**config.mk**
```make
export PLATFORM = sky130hd
export DESIGN_NAME = serial_frame_deser
export DESIGN_NICKNAME = d
export VERILOG_FILES = /design/src/rtl/serial_frame_deser.sv
export SDC_FILE = /design/constraint.sdc
export NUM_CORES = 1
export LEC_CHECK = 0
export ABC_CLOCK_PERIOD_IN_PS = 3800
export CORE_MARGIN = 3
export CORE_UTILIZATION = 50
export CTS_CLUSTER_SIZE = 10
export DETAILED_ROUTE_END_ITERATION = 6
export PLACE_DENSITY_LB_ADDON = 0.2
export SLEW_MARGIN = 20
export SYNTH_ARGS = -nofsm -noshare
export SYNTH_HDL_FRONTEND = slang
export SYNTH_SLANG_ARGS = --single-unit
```
**constraint.sdc**
```tcl
create_clock -name clk -period 3.8 [get_ports clk]
set_input_delay 0.95 -clock clk [delete_from_list [all_inputs] [get_ports clk]]
set_output_delay 0.95 -clock clk [all_outputs]
set_load 0.05 [all_outputs]
```
**src/rtl/serial_frame_deser.sv**
```systemverilog
// Serial frame deserializer: hunts an N-bit sync word in the LSB-first bit stream, then packs FRAME_WORDS data words.
// Latency: a word is on dout one cycle after the edge sampling its last bit (the parity bit when DESER_PARITY_EN is defined).
// Backpressure: one-entry output register; a word completing while dout is held unconsumed is dropped and overrun pulses.
module serial_frame_deser #(
  parameter int             N           = 8,
  parameter logic [N-1:0]   SYNC        = 8'hA5,
  parameter int             FRAME_WORDS = 4
) (
  input  logic         clk,
  input  logic         rst_n,
  input  logic         s_in,
  input  logic         s_valid,
  output logic [N-1:0] dout,
  output logic         dout_valid,
  input  logic         dout_ready,
  output logic         locked,
  output logic         overrun,
  output logic         parity_err
);

  localparam int BW = (N > 1) ? $clog2(N) : 1;
  localparam int FW = $clog2(N + 1);
  localparam int WW = $clog2(FRAME_WORDS + 1);

  localparam logic [BW-1:0] BIT_LAST   = BW'(N - 1);
  localparam logic [FW-1:0] FILL_FULL  = FW'(N);
  localparam logic [WW-1:0] WORDS_LAST = WW'(FRAME_WORDS);

  typedef enum logic [1:0] {
    S_HUNT = 2'd0,
    S_DATA = 2'd1
`ifdef DESER_PARITY_EN
    , S_PAR = 2'd2
`endif
  } state_t;

  state_t         state_q, state_d;
  logic [N-1:0]   win_q, win_d;
  logic [FW-1:0]  fill_q, fill_d;
  logic [BW-1:0]  bit_cnt_q, bit_cnt_d;
  logic [WW-1:0]  word_cnt_q, word_cnt_d;
  logic [N-1:0]   dout_q, dout_d;
  logic           dout_valid_q, dout_valid_d;
  logic           overrun_q, overrun_d;
  logic           parity_err_q, parity_err_d;

  logic [N-1:0]   win_next;
  logic [FW-1:0]  fill_next;
  logic [N-1:0]   word_dat;
  logic           word_end;   // a word slot of the frame is finished (good or bad)
  logic           word_bad;   // finished word failed its parity check

  // Frame FSM: sync hunt, bit/word counting and window shifting on accepted bits.
  always_comb begin
    state_d    = state_q;
    win_d      = win_q;
    fill_d     = fill_q;
    bit_cnt_d  = bit_cnt_q;
    word_cnt_d = word_cnt_q;
    word_end   = 1'b0;
    word_bad   = 1'b0;
    word_dat   = win_q;
    win_next   = {s_in, win_q[N-1:1]};
    fill_next  = (fill_q == FILL_FULL) ? fill_q : fill_q + FW'(1);

    if (s_valid) begin
      case (state_q)
        S_HUNT: begin
          win_d  = win_next;
          fill_d = fill_next;
          // fill guards against matching on bits left over from before reset or the last frame
          if (fill_next == FILL_FULL && win_next == SYNC) begin
            state_d    = S_DATA;
            bit_cnt_d  = '0;
            word_cnt_d = '0;
          end
        end
        S_DATA: begin
          win_d    = win_next;
          word_dat = win_next;
          if (bit_cnt_q == BIT_LAST) begin
            bit_cnt_d = '0;
`ifdef DESER_PARITY_EN
            state_d   = S_PAR;
`else
            word_end  = 1'b1;
`endif
          end else begin
            bit_cnt_d = bit_cnt_q + BW'(1);
          end
        end
`ifdef DESER_PARITY_EN
        S_PAR: begin
          // window is frozen so it still holds the data word; even parity over word + parity bit
          word_end = 1'b1;
          word_bad = ^{win_q, s_in};
        end
`endif
        default: begin
          state_d = S_HUNT;
          fill_d  = '0;
        end
      endcase
    end

    // dropped and errored words still consume a slot of the frame
    if (word_end) begin
      word_cnt_d = word_cnt_q + WW'(1);
      if (word_cnt_d == WORDS_LAST) begin
        state_d = S_HUNT;
        fill_d  = '0;
      end else begin
        state_d = S_DATA;
      end
    end
  end

  // Output register: load on completion when free or being drained, otherwise drop and flag.
  always_comb begin
    dout_d       = dout_q;
    dout_valid_d = dout_valid_q;
    overrun_d    = 1'b0;
    parity_err_d = word_end && word_bad;
    if (word_end && !word_bad) begin
      if (!dout_valid_q || dout_ready) begin
        dout_d       = word_dat;
        dout_valid_d = 1'b1;
      end else begin
        overrun_d    = 1'b1;
      end
    end else if (dout_valid_q && dout_ready) begin
      dout_valid_d = 1'b0;
    end
  end

  // State registers, cleared asynchronously so a partial word is never presented.
  always_ff @(posedge clk or negedge rst_n) begin
    if (!rst_n) begin
      state_q      <= S_HUNT;
      win_q        <= '0;
      fill_q       <= '0;
      bit_cnt_q    <= '0;
      word_cnt_q   <= '0;
      dout_q       <= '0;
      dout_valid_q <= 1'b0;
      overrun_q    <= 1'b0;
      parity_err_q <= 1'b0;
    end else begin
      state_q      <= state_d;
      win_q        <= win_d;
      fill_q       <= fill_d;
      bit_cnt_q    <= bit_cnt_d;
      word_cnt_q   <= word_cnt_d;
      dout_q       <= dout_d;
      dout_valid_q <= dout_valid_d;
      overrun_q    <= overrun_d;
      parity_err_q <= parity_err_d;
    end
  end

  assign dout       = dout_q;
  assign dout_valid = dout_valid_q;
  assign locked     = (state_q != S_HUNT);
  assign overrun    = overrun_q;
  assign parity_err = parity_err_q;

endmodule

```
==> results.py, run 1 <==
metrics = {
    "hold_path": {
        "hold_class": "flop to flop",
        "hold_depth": 1,
        "min_from": "dout[4]",
        "min_to": "dout[4]",
    },
    "global_routing": {
        "grt_pass1_vias": 925,
        "grt_pass1_wl_um": 4240,
        "grt_antenna_before_repair": 0,
        "grt_usage": 0.161,
        "overflow": 0,
        "grt_max_degree": 29,
    },
    "clock_tree": {
        "htreeDepth": 1,
        "cts.repair.resized": 0,
        "cts_tree": "yes",
        "post_cts_buffers": 0,
        "cts_hold_buffers": 0,
        "cts_made_buffers": 3,
        "root_buffer": "clkbuf_4",
        "clk_pin_slew_worst_paths_ns": 0.15,
        "clockBufferDepth": 2,
        "clock_latency_ns": 0.33,
        "cts.sink_count": 28,
    },
    "route": {
        "first_pass_iters": 3,
        "ant_nets": 0,
        "vias": 904,
        "totalWireLength_um": 2310,
        "wl_per_cell_um": 14.2,
        "drtIter0Drc": 22,
        "via_per_inst": 5.55,
        "drc": 0,
    },
    "pwr": {
        "p_leak_uw": 0.000732,
        "ir_worst_vdd_v": 0.000578,
        "p_per_area_nw_per_um2": 710,
    },
    "sta": {
        "max_freq_mhz": 379,
        "setup_viol": 0,
        "tns_ns": 0,
        "tightest_slew_ns": 0.692,
        "slew_violations": 0,
        "slew_headroom": 0.538,
        "rsz0062_at_grt": "no",
        "finalHoldViolCount": 0,
        "finalCritPeriodShare": 0.693,
        "finClkSkew_ns": 0.00463,
        "period_minus_slack_ns": 2.64,
        "fin_ws_ns": 1.16,
    },
    "critical_path": {
        "cp-end-kind": "primary output",
        "cpPeakStageDelay_ns": 0.85,
        "crit_path_start_kind": "flop",
        "rr_worst_depth": 5,
        "r2r-end": "dout[7]",
        "arrival_ns": 1.69,
        "criticalPathCategory": "flop to primary output",
        "path_cells": "clkdlybuf4s50_1",
        "cp-startpoint": "state_q[0]",
        "cp_slowest_cell": "clkdlybuf4s50_1",
        "path_buf_inv": 1,
        "critPathMaxFanout": 7,
        "r2r-start": "bit_cnt_q[0]",
        "critical_path_required_ns": 2.85,
        "r2r_slack_ns": 1.74,
        "crit_family": "buffers and inverters",
    },
    "synth": {
        "synthesis.nets": 128,
        "yosysTopAreaCellShare": 0.502,
        "yosysWarnings": 0,
        "synth-seq-cells": 28,
        "seq_area_frac_synth": 0.502,
        "avgSynthCellArea_um2": 11.9,
        "syn_inst": 117,
        "yosysUniqueCellTypes": 34,
        "synthTopCellsByArea": "dfrtp_1 (50%), mux2_2 (11%), ha_1 (5.4%)",
        "syn_area_um2": 1400,
        "yosys.area.top_type": "dfrtp_1",
    },
    "die": {
        "die-area_um2": 3460,
        "core_um2": 2570,
        "rows": 18,
        "fp.dieH_um": 58.8,
        "io_pins": 17,
        "die_x_um": 58.8,
        "start_util": 0.544,
    },
    "cells_and_area": {
        "antenna_cells": 0,
        "drive_gt1_frac": 0.218,
        "nets": 145,
        "fill_cells": 208,
        "syn2layout_area_growth_pct": 14.9,
    },
    "place": {
        "dp_slack_ns": 0.834,
        "dp_hpwl_um": 1700,
        "gp_congestion": 0.813,
        "placement.io_buffers": 15,
    },
    "status": {
        "outcome": "finished, final reports clean",
    },
    "job": {
        "drv_cap": 0,
    },
}
-- power breakdown --
group	switching [uW]	total, uW	internal [uW]	leakage, uW
sequential	87.8	483	395	0.000347
combinational	297	513	216	0.000363
clock	85.3	144	58.7	0.0000210
total	470	1140	670	0.000732
-- final cells by class --
cell class,count,area (um2),area share
timing repair buffer,18,173,0.108
clock buffer,4,36.3,0.0226
inverter,6,22.5,0.0140
multi-input combinational,77,634,0.395
sequential,28,701,0.437
tap,30,37.5,0.0234
-- flip-flops by register name, indices dropped and copies added, names as in the netlist --
name	count
state_q	1
word_cnt_q	3
win_q	7
overrun	1
dout_valid	1
dout	8
fill_q	4
bit_cnt_q	3
-- worst max path at each step --
stage	cells past startpoint	end	slack (ns)
floorplan	5	dout[7]	1.77
global placement	5	dout[6]	0.86
detailed placement	5	dout[7]	0.83
CTS	1	locked	1.16
global route	5	dout[7]	1.07
finish	1	locked	1.16
-- per-stage QoR --
stage | std cells | util | power [uW] | cell area [um2] | hold slack, ns
6_report | 163 | 0.625 | 1140 | 1600 | 0.524
5_1_grt | 163 | 0.625 | 1220 | 1600 | 0.549
4_1_cts | 163 | 0.625 | 1150 | 1600 | 0.527
3_5_place_dp | 159 | 0.611 | 1000 | 1570 | 0.495
3_3_place_gp | 159 | 0.611 | 987 | 1570 | 0.491
2_1_floorplan | 117 | - | 856 | 1400 | 0.487
-- layer usage --
metal / up-vias / global-route usage / share of wire
li1: 435 / - / -
met1: 445 / 0.218 / 0.47
met2: 17 / 0.251 / 0.46
met3: 7 / 0.0307 / 0.040
met4: 0 / 0.0744 / 0.022
met5: - / 0 / 0
-- cells in the mapped netlist --
| cell | instances |
|---|---|
| and3_1 | 1 |
| ha_1 | 6 |
| a31oi_1 | 2 |
| o211a_4 | 1 |
| nand4b_1 | 1 |
| o21ai_1 | 1 |
| nor2_1 | 9 |
| nand4_1 | 1 |
| o221ai_2 | 2 |
| nand4bb_1 | 1 |
| nand3_1 | 3 |
| nor2b_4 | 1 |
| nor2b_1 | 3 |
| inv_1 | 6 |
| xor2_1 | 3 |
| conb_1 | 1 |
| mux2_2 | 14 |
| buf_4 | 1 |
| o21ai_0 | 2 |
| nand3_2 | 1 |
| nand2b_1 | 1 |
| dfrtp_1 | 28 |
| buf_6 | 1 |
| nand2_1 | 10 |
| a2111oi_4 | 1 |
| a21boi_1 | 1 |
| a21oi_2 | 1 |
| o2bb2ai_2 | 1 |
| a21oi_1 | 3 |
| buf_2 | 4 |
| mux2i_1 | 3 |
| xnor2_1 | 1 |
| o31ai_1 | 1 |
| nor4b_1 | 1 |
-- layout by cell type, fill, tap and decap left out, drive strengths merged, types with 2 or more instances in the layout --
master and instances:
xor2 3, mux2i 3, clkdlybuf4s50 15, dfrtp 28, ha 6, buf 3
o221ai 2, inv 6, nor2 9, a21oi 4, nor2b 4, clkbuf 4
nand2 10, nand3 4, a31oi 2, mux2 14, o21ai 3
-- cells by family (layout without fill, tap and decap cells) --
group | Yosys count | after routing | share of synthesized area
mux | 17 | 17 | 0.134
buf+inv | 12 | 28 | 0.0439
flops | 28 | 28 | 0.502
other cells | 1 | 1 | 0.00269
xor+xnor | 4 | 4 | 0.0251
fa+ha+maj | 6 | 6 | 0.0538
simple gates | 33 | 33 | 0.126
compound gates | 16 | 16 | 0.112
Power figures use the tool's default switching activity.
==> run 2: changes to the inputs <==
ABC_CLOCK_PERIOD_IN_PS = 2300   (was 3800)
CORE_UTILIZATION = 49   (was 50)
clock period = 2.3 ns   (was 3.8 ns; I/O delays follow)
==> run 2 against run 1 <==
Power rose by 73%; die area rose by 1.8%; combinational power rose by 66%; sequential power rose by 65%; clock power rose by 120%; global-route usage rose by 0.13 points; first-iteration DRC count did not move; critical path depth did not move; core utilization rose by 0.76 points.
==> results.py, run 2 (synthesis results as in run 1) <==
metrics = {
    "status": {
        "outcome": "finished, final reports clean",
    },
    "critical_path": {
        "crit_path_end": "dout[5]",
        "critPathMaxFanout": 2,
        "cp-end-kind": "primary output",
        "path_cells": "clkdlybuf4s50_1",
        "crit_family": "buffers and inverters",
        "path_depth": 1,
        "path_buf_inv": 1,
        "crit_path_start_kind": "flop",
        "cp_slowest_cell": "clkdlybuf4s50_1",
        "cpPeakStageDelay_ns": 0.80,
        "cp-startpoint": "dout[5]",
        "critical_path_required_ns": 1.73,
        "rr_worst_depth": 6,
        "r2r-start": "fill_q[0]",
        "r2r-end": "bit_cnt_q[1]",
        "criticalPathCategory": "flop to primary output",
        "r2r_slack_ns": 0.34,
        "arrival_ns": 1.51,
    },
    "sta": {
        "rsz0062_at_grt": "no",
        "max_freq_mhz": 479,
        "tns_ns": 0,
        "setup_viol": 0,
        "slew_violations": 0,
        "period_minus_slack_ns": 2.09,
        "finalCritPeriodShare": 0.907,
        "slew_headroom": 0.664,
        "tightest_slew_ns": 0.502,
        "finClkSkew_ns": 0.00421,
        "finalHoldViolCount": 0,
    },
    "clock_tree": {
        "cts.sink_count": 28,
        "post_cts_buffers": 0,
        "cts_tree": "yes",
        "htreeDepth": 1,
        "cts_made_buffers": 3,
        "clockBufferDepth": 2,
        "clock_latency_ns": 0.33,
        "root_buffer": "clkbuf_4",
        "clk_pin_slew_worst_paths_ns": 0.14,
    },
    "die": {
        "die_x_um": 59.4,
        "core_um2": 2590,
        "io_pins": 17,
        "rows": 18,
        "fp.dieH_um": 59.4,
        "die-area_um2": 3530,
        "start_util": 0.539,
    },
    "hold_path": {
        "hold_class": "flop to flop",
    },
    "pwr": {
        "p_int_uw": 1190,
        "pwr-share-comb": 0.433,
        "clkPwrFrac": 0.163,
        "switching_share": 0.396,
        "power.total_uw": 1970,
        "switching_power_uw": 778,
        "pwr-share-seq": 0.405,
        "p_leak_uw": 0.000748,
        "p_per_area_nw_per_um2": 1200,
        "ir_worst_vdd_v": 0.000806,
    },
    "cells_and_area": {
        "antenna_cells": 0,
        "largest_register_ffs": 8,
        "drive_gt1_frac": 0.230,
        "syn2layout_area_growth_pct": 17.3,
        "final_common_cell": "dfrtp_1",
        "layout_common_cells": "dfrtp_1 (28), mux2_2 (14), clkdlybuf4s50_1 (14), nand2_1 (10), nor2_1 (9)",
        "nets": 147,
        "fill_cells": 200,
    },
    "route": {
        "drc": 0,
        "vias": 890,
        "via_per_inst": 5.39,
        "totalWireLength_um": 2400,
        "ant_nets": 0,
        "wl_per_cell_um": 14.6,
        "first_pass_iters": 4,
        "drtIter0Drc": 22,
    },
    "job": {
        "drv_cap": 0,
    },
    "place": {
        "gp_congestion": 0.828,
        "dp_hpwl_um": 1810,
        "placement.io_buffers": 15,
    },
    "global_routing": {
        "grt_antenna_before_repair": 0,
        "grt_max_degree": 29,
        "grt_usage": 0.163,
        "grt_pass1_vias": 956,
        "grt_pass1_wl_um": 4350,
        "overflow": 0,
    },
}
[run 2: cell types whose count changed in the layout (fill, tap and decap cells not counted), sizes merged]
cell,previous run,this run
clkbuf,4,3
buf,3,5
clkdlybuf4s50,15,14
bufinv,0,1
dlymetal6s2s,0,1
[run 2: layer usage]
metal | vias up | global-route usage | part of all wire
li1 | 438 | - | -
met1 | 438 | 0.209 | 0.45
met2 | 12 | 0.273 | 0.51
met3 | 2 | 0.0414 | 0.032
met4 | 0 | 0.0388 | 0.0087
met5 | - | 0 | 0
[run 2: what timing repair did]
item,in CTS,in global routing
resized for setup,0,1
endpoints found under the setup margin,0,1
hold buffers,0,0
[run 2: cell type report]
type,count,area (um2),share of cell area
multi-input combinational,77,634,0.387
timing repair buffer,20,190,0.116
inverter,6,22.5,0.0138
tap,30,37.5,0.0229
clock buffer,3,22.5,0.0138
clock inverter,1,30.0,0.0183
sequential,28,701,0.428
[run 2: how the worst min path moves through the flow]
stage	endpoint	slack, ns	startpoint	cells after the start
after floorplan	bit_cnt_q[0]	0.28	rst_n	0
after global placement	dout[5]	0.49	dout[5]	1
after detailed placement	dout[4]	0.49	dout[4]	1
after CTS	dout[4]	0.53	dout[4]	1
after global routing	dout[1]	0.55	dout[1]	1
final	dout[4]	0.52	dout[4]	1
[run 2: per-stage QoR]
stage                     setup slack (ns)   util  hold WS [ns]  cell area [um2]  cells
after detailed placement             0.203  0.611         0.494             1580    161
final                                0.214  0.632         0.522             1640    165
after floorplan                      0.558      -         0.279             1400    117
after global routing                0.0661  0.632         0.552             1640    165
after CTS                           0.0201  0.631         0.529             1640    165
after global placement               0.288  0.611         0.489             1580    161
[run 2: power groups by stage]
stage | clock network, uW | registers (uW) | logic [uW]
2_1_floorplan | 0 | 1020 | 397
6_report | 320 | 795 | 850
4_1_cts | 331 | 798 | 863
5_1_grt | 346 | 826 | 933
3_3_place_gp | 0 | 799 | 839
3_5_place_dp | 0 | 808 | 861
==> run 3: changes to the inputs <==
SLEW_MARGIN = default   (was 20)
==> results of run 3 <==
Final layout, timing and power as in run 2 (identical DEF).
